--- src/rtl/rb_pkg.sv ---
// rtl/rb_pkg.sv - shared types for the forwarding register bank
//
// Purpose : operand-source encodings used by reg_bank_fwd and rb_operand_mux.
// Contents: fwd_sel_t (2-bit operand source select)
//             FWD_RF  register-file value captured at the read edge
//             FWD_EX  live execute-stage result
//             FWD_DM  live data-memory-stage result
//             FWD_WB  live write-back-stage result
package rb_pkg;

  typedef enum logic [1:0] {
    FWD_RF = 2'd0,
    FWD_EX = 2'd1,
    FWD_DM = 2'd2,
    FWD_WB = 2'd3
  } fwd_sel_t;

endpackage

--- src/rtl/rb_operand_mux.sv ---
// rtl/rb_operand_mux.sv - per-read-port operand forwarding mux
//
// Purpose : picks one read port's operand from the captured register value
//           or one of the three live forwarding buses. Optionally lets an
//           immediate override the selection. Purely combinational.
// Params  : DATA_W  operand width
//           IMM_EN  1 = honour imm_sel/imm (used on the last port only)
// Ports   : rdq      in   DATA_W  value captured from the register file
//           fwd_sel  in   2       operand source (fwd_sel_t)
//           imm_sel  in   1       immediate override request
//           imm      in   DATA_W  immediate value
//           ans_ex   in   DATA_W  execute-stage result bus
//           ans_dm   in   DATA_W  data-memory-stage result bus
//           ans_wb   in   DATA_W  write-back-stage result bus
//           opnd     out  DATA_W  selected operand
module rb_operand_mux
  import rb_pkg::*;
#(
  parameter int DATA_W = 16,
  parameter bit IMM_EN = 1'b0
) (
  input  logic [DATA_W-1:0] rdq,
  input  fwd_sel_t          fwd_sel,
  input  logic              imm_sel,
  input  logic [DATA_W-1:0] imm,
  input  logic [DATA_W-1:0] ans_ex,
  input  logic [DATA_W-1:0] ans_dm,
  input  logic [DATA_W-1:0] ans_wb,
  output logic [DATA_W-1:0] opnd
);

  always_comb begin
    opnd = rdq;
    case (fwd_sel)
      FWD_RF: opnd = rdq;
      FWD_EX: opnd = ans_ex;
      FWD_DM: opnd = ans_dm;
      FWD_WB: opnd = ans_wb;
      default: opnd = rdq;
    endcase
    // The immediate takes priority over any forwarding choice. On ports
    // without IMM_EN the condition folds to constant false.
    if (IMM_EN && imm_sel) begin
      opnd = imm;
    end
  end

endmodule

--- src/rtl/reg_bank_fwd.sv ---
// rtl/reg_bank_fwd.sv - multi-port register bank with bypass, scoreboard and forwarding
//
// Purpose : decode-stage register file. It has 2**ADDR_W words of DATA_W bits,
//           NUM_RD registered read ports and one write port. Write-through
//           bypass makes a same-edge write visible to the reads captured at
//           that edge. A per-register pending bit flags read-after-write
//           hazards. Each port feeds an rb_operand_mux. The last port can also
//           take an immediate.
// Build   : RB_ZERO_REG_EN defined -> register 0 is hard-wired to zero. Writes
//           to it are dropped, it is never marked pending, and it is never
//           bypassed. Undefined -> register 0 is an ordinary register.
// Ports   : clk       in   1              rising-edge clock
//           rst_n     in   1              asynchronous active-low reset
//           rd_en     in   1              capture all read ports this edge
//           ra        in   NUM_RD*ADDR_W  read addresses, port p at [p*ADDR_W +: ADDR_W]
//           fwd_sel   in   NUM_RD*2       per-port operand source (rb_pkg::fwd_sel_t)
//           imm_sel   in   1              last port takes imm
//           imm       in   DATA_W         immediate value
//           ans_ex    in   DATA_W         execute-stage forwarding bus
//           ans_dm    in   DATA_W         data-memory-stage forwarding bus
//           ans_wb    in   DATA_W         write-back-stage forwarding bus
//           we        in   1              write enable
//           wa        in   ADDR_W         write address
//           wd        in   DATA_W         write data
//           iss_en    in   1              destination issued, mark iss_wa pending
//           iss_wa    in   ADDR_W         issued destination register
//           opnd      out  NUM_RD*DATA_W  operands, port p at [p*DATA_W +: DATA_W]
//           busy      out  NUM_RD         pending flag of each captured source
//           rd_valid  out  1              registered rd_en
module reg_bank_fwd
  import rb_pkg::*;
#(
  parameter int DATA_W = 16,
  parameter int ADDR_W = 5,
  parameter int NUM_RD = 2
) (
  input  logic                     clk,
  input  logic                     rst_n,
  input  logic                     rd_en,
  input  logic [NUM_RD*ADDR_W-1:0] ra,
  input  logic [NUM_RD*2-1:0]      fwd_sel,
  input  logic                     imm_sel,
  input  logic [DATA_W-1:0]        imm,
  input  logic [DATA_W-1:0]        ans_ex,
  input  logic [DATA_W-1:0]        ans_dm,
  input  logic [DATA_W-1:0]        ans_wb,
  input  logic                     we,
  input  logic [ADDR_W-1:0]        wa,
  input  logic [DATA_W-1:0]        wd,
  input  logic                     iss_en,
  input  logic [ADDR_W-1:0]        iss_wa,
  output logic [NUM_RD*DATA_W-1:0] opnd,
  output logic [NUM_RD-1:0]        busy,
  output logic                     rd_valid
);

  localparam int DEPTH = 2 ** ADDR_W;

  logic [DATA_W-1:0] mem [DEPTH];
  logic [DEPTH-1:0]  pending;
  logic [DEPTH-1:0]  pend_nxt;

  // Qualified write / issue strobes. With a hard-wired zero register, any
  // access to address 0 is squashed here. That one gate covers storage,
  // bypass and scoreboard together.
  logic wr_ok;
  logic iss_ok;

`ifdef RB_ZERO_REG_EN
  assign wr_ok  = we && (wa != '0);
  assign iss_ok = iss_en && (iss_wa != '0);
`else
  assign wr_ok  = we;
  assign iss_ok = iss_en;
`endif

  // Scoreboard next state. Set is applied after clear, so an issue and a
  // retiring write to the same register leave it pending. The newer
  // instruction now owns that register.
  always_comb begin
    pend_nxt = pending;
    if (wr_ok) begin
      pend_nxt[wa] = 1'b0;
    end
    if (iss_ok) begin
      pend_nxt[iss_wa] = 1'b1;
    end
  end

  // Storage and scoreboard. Asynchronous reset clears every word, so a write
  // or issue in flight when reset hits is lost.
  always_ff @(posedge clk or negedge rst_n) begin
    if (!rst_n) begin
      for (int i = 0; i < DEPTH; i++) begin
        mem[i] <= '0;
      end
      pending <= '0;
    end else begin
      if (wr_ok) begin
        mem[wa] <= wd;
      end
      pending <= pend_nxt;
    end
  end

  always_ff @(posedge clk or negedge rst_n) begin
    if (!rst_n) begin
      rd_valid <= 1'b0;
    end else begin
      rd_valid <= rd_en;
    end
  end

  for (genvar p = 0; p < NUM_RD; p++) begin : g_port
    logic [ADDR_W-1:0] ra_p;
    logic [DATA_W-1:0] rdq_p;
    logic              busy_q;
    logic              byp_hit;

    assign ra_p    = ra[p*ADDR_W +: ADDR_W];
    assign byp_hit = wr_ok && (wa == ra_p);

    // Capture register. The bypass returns the data being written this edge.
    // busy samples the scoreboard after this edge's set/clear, so a write to
    // the source clears it unless an issue re-marks the same register.
    always_ff @(posedge clk or negedge rst_n) begin
      if (!rst_n) begin
        rdq_p  <= '0;
        busy_q <= 1'b0;
      end else if (rd_en) begin
        rdq_p  <= byp_hit ? wd : mem[ra_p];
        busy_q <= pend_nxt[ra_p];
      end
    end

    assign busy[p] = busy_q;

    rb_operand_mux #(
      .DATA_W (DATA_W),
      .IMM_EN (p == NUM_RD - 1)
    ) u_mux (
      .rdq     (rdq_p),
      .fwd_sel (fwd_sel_t'(fwd_sel[p*2 +: 2])),
      .imm_sel (imm_sel),
      .imm     (imm),
      .ans_ex  (ans_ex),
      .ans_dm  (ans_dm),
      .ans_wb  (ans_wb),
      .opnd    (opnd[p*DATA_W +: DATA_W])
    );
  end

endmodule

--- config.mk ---
export PLATFORM = sky130hd
export DESIGN_NAME = reg_bank_fwd
export DESIGN_NICKNAME = d
export VERILOG_FILES = /design/src/rtl/rb_pkg.sv /design/src/rtl/rb_operand_mux.sv /design/src/rtl/reg_bank_fwd.sv
export SDC_FILE = /design/constraint.sdc
export NUM_CORES = 1
export LEC_CHECK = 0
export ABC_AREA = 1
export BUFFER_PORTS_ARGS = -buffer_cell sky130_fd_sc_hd__buf_4
export CAP_MARGIN = 20
export CORE_MARGIN = 8
export CORE_UTILIZATION = 45
export CTS_CLUSTER_SIZE = 8
export DETAILED_ROUTE_END_ITERATION = 16
export MAX_ROUTING_LAYER = met4
export SYNTH_ARGS = -nofsm -noshare
export SYNTH_HDL_FRONTEND = slang
export SYNTH_SLANG_ARGS = --single-unit
--- constraint.sdc ---
create_clock -name clk -period 2.51 [get_ports clk]
set_input_delay 0.3765 -clock clk [delete_from_list [all_inputs] [get_ports clk]]
set_output_delay 0.3765 -clock clk [all_outputs]
set_load 0.03 [all_outputs]
==> After elaboration in Yosys (flattened, before gate mapping) <==
Cells that the tools add are included.
{ "totals": {"rom_bits": 0, "wordCells": 93, "latch_bits": 0, "input_bits": 110, "memories": 0, "register_bits": 579, "out_inout_bits": 35, "mem_bits_rw": 0} }
{ "op_classes": {"div": 0, "shifts": 0, "n_mux": 24, "n_lt_le_gt_ge": 10, "n_reduce_logical": 7, "n_eq_ne": 8, "addsub": 0, "bitwise": 6, "n_mul": 0} }
{ "op_table": {"columns": ["op", "count"], "rows": [
  ["bitwise mux 512 bit", 1],
  ["binary-select mux 16 bit (select 5 bit)", 2],
  ["two-way mux 16 bit", 8],
  ["one-hot mux 16 bit (4 select lines)", 2],
  ["demux 16 bit (select 5 bit)", 1],
  ["two-way mux 32 bit", 2],
  ["AND 32 bit", 1],
  ["NOT 32 bit", 1],
  ["OR 32 bit", 1],
  ["< comparator 5 x 6 -> 1 bit (second input constant)", 4],
  [">= comparator 6 bit (second input constant)", 3],
  ["NOT 5 -> 6 bit", 3],
  ["binary-select mux 1 bit (select 5 bit)", 2],
  ["demux 1 bit (select 5 bit)", 2],
  ["== test 5 bit", 2],
  [">= comparator 5 x 1 -> 1 bit (second input constant)", 2],
  ["== test 2 bit (second input constant)", 4],
  ["< comparator 6 x 1 -> 1 bit (second input constant)", 1],
  ["logical AND 1 bit", 5],
  ["== test 2 x 1 -> 1 bit (second input constant)", 2],
  ["logical NOT 2 bit", 2],
  ["two-way mux 1 bit", 4]
]} }

==> Depth between registers and ports, before layout <==
{ "logic_depth": {"word_depth": 11, "ltp_mapped": 13, "mapped_depth_nobuf": 12} }

==> Modules after synthesis <==
A second synthesis with hierarchy kept.
{ "unflattened": {"cells_unflattened": 4480, "area_unflattened_um2": 32383.6} }
{ "modules_own_cells": {"columns": ["mod", "seq_area_each_um2", "area_per_inst_um2", "instances", "cells_each"], "rows": [
  ["reg_bank_fwd", 14488.9, 31114.8, 1, 4226],
  ["rb_operand_mux at g_port[1].u_mux", 0.0, 744.5, 1, 160],
  ["rb_operand_mux at g_port[0].u_mux", 0.0, 524.3, 1, 94]
]} }

==> Least setup slack after synthesis <==
OpenSTA, ideal clock, no wires.
{ "synth_path": {"path_type": "input port to output port", "start": "input fwd_sel[3]", "end": "output opnd[16]", "setup_slack_ns": 0.575, "cell_stages": 5, "path_buffers": 1, "required_time_ns": 2.134, "arrival_ns": 1.558, "cell_sequence": "inv_1 -> nor2_1 -> clkbuf_1 -> nand2_1 -> a41oi_1"} }
{ "synth_via": {"elab_chain_len": 3, "elab_cells_between_ends": 6, "cone_classes": "eq/ne: 3; mux: 2; reduce/logical: 1"} }
{ "synth_lines": {"columns": ["element", "line", "rtl"], "rows": [
  ["from (decl)", "reg_bank_fwd.sv:41", "input logic [NUM_RD*2-1:0] fwd_sel,"],
  ["== test 2 bit (tied with other cells)", "rb_operand_mux.sv:34", "case (fwd_sel)"],
  ["one-hot mux 16 bit (4 select lines) *", "rb_operand_mux.sv:34", null],
  ["two-way mux 16 bit *", "rb_operand_mux.sv:43", "if (IMM_EN && imm_sel) begin"],
  ["to (decl)", "reg_bank_fwd.sv:52", "output logic [NUM_RD*DATA_W-1:0] opnd,"]
]} }
Every way passes the cells marked *; elsewhere a longest branch is shown, timed or not.

==> Final worst setup path <==
{ "layout_path": {"start": "register g_port[1].rdq_p[14]", "end": "output opnd[30]"} }
{ "layout_via": {"elab_chain_len": 2} }
{ "layout_lines": {"columns": ["element", "line", "rtl"], "rows": [
  ["from (decl)", "reg_bank_fwd.sv:116", "logic [DATA_W-1:0] rdq_p;"],
  ["from (signal assigned)", "reg_bank_fwd.sv:131", "rdq_p <= byp_hit ? wd : mem[ra_p];"],
  ["one-hot mux 16 bit (4 select lines)", "rb_operand_mux.sv:34", null],
  ["two-way mux 16 bit", "rb_operand_mux.sv:43", null]
]} }
Every way passes these cells.

==> flow_summary_export.csv <==
group,metric,value,unit
logic_synthesis,synthCells,4412,
run,maxCapViolations,0,
clock_network,cts_buffer_depth,3,
detailed_routing,wirelength,125000,um
clock_network,clk_pin_slew,0.05,ns
min_path,min_from,"wd[4]",
power,power.leakage,16.4,nW
power,total_power,28.1,mW
worst_setup_path,path_class,"reg -> out",
die,dieArea,79700,um2
logic_synthesis,syn-num-nets,4522,
logic_synthesis,synth_fa_ha_area_share,0,%
timing,drv_slew,0,
timing,final.setup_skew,0.0226,ns
detailed_routing,drt-pass1-iter-count,7,
worst_setup_path,r2r_start,"mem[80]",
worst_setup_path,r2r_cells,6,
timing,hold_violations,0,
cells_and_area,multi_input_area,15300,um2
clock_network,cts-root-buf,"clkbuf_16",
run_status,status,"complete, no violations",
placement,pre_cts_ws,0.332,ns
detailed_routing,postRouteAntennaNets,0,
grt,grt_overflow,0,
timing,finalCritPeriodShare,84.7,%
timing,setup_tns,0,ns
logic_synthesis,yosysWarnings,0,
die,pin_count,145,
die,die_y,282,um
worst_setup_path,startpoint_type,"flop",
logic_synthesis,synthTopCellsByArea,"dfrtp_1 (45%), o21ai_0 (15%), nand2_1 (12%)",
min_path,hold_depth,3,
worst_setup_path,cp_max_fo,2,
worst_setup_path,critPathRequiredTime,2.13,ns
logic_synthesis,yosysTopAreaCell,"dfrtp_1",
grt,grt_pass1_wl,189000,um
logic_synthesis,synth_compound_area_share,24.3,%
clock_network,cts_resized,0,
logic_synthesis,synthSimpleGateAreaFrac,23.6,%
grt,grt_max_degree,133,
worst_setup_path,endpoint_kind,"primary output",
die,start_util,45.5,%
cells_and_area,fillers,6949,
power,ir_drop,0.458,mV
logic_synthesis,ys_types,25,
cells_and_area,layout.nets,4526,
logic_synthesis,ys_ff_latch,579,
clock_network,cts_setup_buffers,0,
timing,rsz0062_at_grt,"false",
clock_network,hold_buffers,10,
clock_network,numClockSinks,579,
cells_and_area,area_delta_synth_final,14.8,%
clock_network,ctsHtreeMaxLevel,3,
detailed_routing,viasPerCell,6.04,
worst_setup_path,worstPathArrival,1.75,ns
timing,worst_pin_slew,0.802,ns
cells_and_area,drive_gt1_share,9.44,%
logic_synthesis,synth_top_area_share,45.4,%
die,rows,97,
grt,antenna_found_initial,2,
detailed_routing,initialDrtViolationCount,4088,
min_path,hold_path_class,"in -> reg",
power,powerDensity,766,nW/um2
grt,track_usage,31.6,%
logic_synthesis,avgSynthCellArea,7.24,um2
clock_network,numCtsBuffers,82,
placement,dp_hpwl,77900,um
detailed_routing,drc_errors,0,
die,die_w,282,um
grt,first_global_vias,30100,
cells_and_area,regArea,14500,um2
timing,setup_viol_count_final,0,
min_path,whs_endpoint,"mem[388]",
detailed_routing,num_vias,32400,
clock_network,clk_latency,0.63,ns
timing,worst_slack,0.384,ns
logic_synthesis,synth.area.mux_share,0,%
clock_network,cts_tree,"done",
timing,min_period,2.13,ns
worst_setup_path,r2r_slack,0.81,ns
die,core_area,70100,um2
logic_synthesis,synth_top_family_by_area,"compound AO/OA/AOI/OAI gates",
cells_and_area,final_util,52.3,%
timing,max_freq,470,MHz
timing,slew_headroom,46.5,%
detailed_routing,wl_per_cell,23.2,um
logic_synthesis,syn_area,31900,um2
logic_synthesis,ys_seq_area_share,45.4,%
worst_setup_path,r2r_end,"g_port[1].rdq_p[0]",
logic_synthesis,synthXorXnorAreaFrac,0.0274,%
placement,portBuffers,144,
placement,gp_congestion,0.940,
-- registers in the layout, indices dropped and copies added, names as in the netlist --
name,flops
g_port.busy_q,2
pending,32
mem,512
g_port.rdq_p,32
rd_valid,1
-- worst max path at each step --
stage,startpoint,end,slack (ns),cells past startpoint
final,g_port[1].rdq_p[14],opnd[30],0.38,3
after global routing,g_port[1].rdq_p[14],opnd[30],0.27,3
after CTS,g_port[1].rdq_p[14],opnd[30],0.33,3
after detailed placement,ra[0],g_port[0].rdq_p[11],0.33,12
after global placement,ra[0],g_port[0].rdq_p[11],0.35,12
after floorplan,fwd_sel[3],opnd[16],0.58,5
-- synth_stat cells --
| cell type | instances |
|---|---|
| nand2_1 | 1001 |
| o21ai_0 | 950 |
| dfrtp_1 | 579 |
| nor2_1 | 486 |
| nand3_1 | 361 |
| clkbuf_1 | 293 |
| a21oi_1 | 205 |
| inv_1 | 127 |
| o22ai_1 | 99 |
| o211ai_1 | 88 |
| buf_2 | 77 |
| o221ai_1 | 62 |
| buf_1 | 24 |
| nand4_1 | 16 |
| a41oi_1 | 13 |
| buf_4 | 6 |
| inv_2 | 6 |
| clkinv_1 | 4 |
| a221oi_1 | 3 |
| nor2_2 | 3 |
| nor3_1 | 3 |
| o21ai_1 | 3 |
| nand3_2 | 1 |
| nor3_2 | 1 |
| xor2_1 | 1 |
-- critical path, cell delays in order, from the launching register on --
cell	delay [ns]
dfrtp_1	0.44
a21oi_1	0.26
a41oi_1	0.21
buf_4	0.22
-- cell type report --
cell class / instances / area share (%)
clock buffer: 89 / 5.78
inverter: 137 / 1.43
timing repair buffer: 320 / 8.07
tap: 940 / 3.21
sequential: 579 / 39.5
multi-input combinational: 3296 / 41.8
clock inverter: 5 / 0.181
antenna: 2 / 0.0137
-- cells by family after synthesis --
logic type	after synthesis
AO/OA/AOI/OAI	1423
XOR/XNOR	1
buffers and inverters	537
flip-flops	579
AND/OR/NAND/NOR	1872
-- power breakdown --
part	switching [mW]	total, mW	internal (mW)
clock network	4.16	10.1	5.89
logic	3.51	5.61	2.10
registers	1.29	12.4	11.1
total	8.96	28.1	19.1
-- cell usage in the layout, fill, tap and decap left out, drive strengths merged --
cell type    count
a21oi          205
a221oi           3
a41oi           13
buf            310
clkbuf          89
clkinv           6
dfrtp          579
diode            2
dlygate4sd3     10
inv            136
nand2         1001
nand3          362
nand4           16
nor2           489
nor3             4
o211ai          88
o21ai          953
o221ai          62
o22ai           99
xor2             1
-- through the flow --
stage               cells  hold slack, ns  instance area, um2
CTS                  5366          0.0101               36700
floorplan            4412          0.0809               31900
finish               5368          0.0435               36700
global route         5368          0.0424               36700
detailed placement   5262           0.226               34400
global placement     5262           0.229               34400
-- metal layers --
metal  track usage [%]  share of wire (%)
met1              43.9                 43
met5                 -                  0
met4              10.9                3.4
met3              6.28                 11
met2              45.9                 43
(Power assumes the default switching activity.)
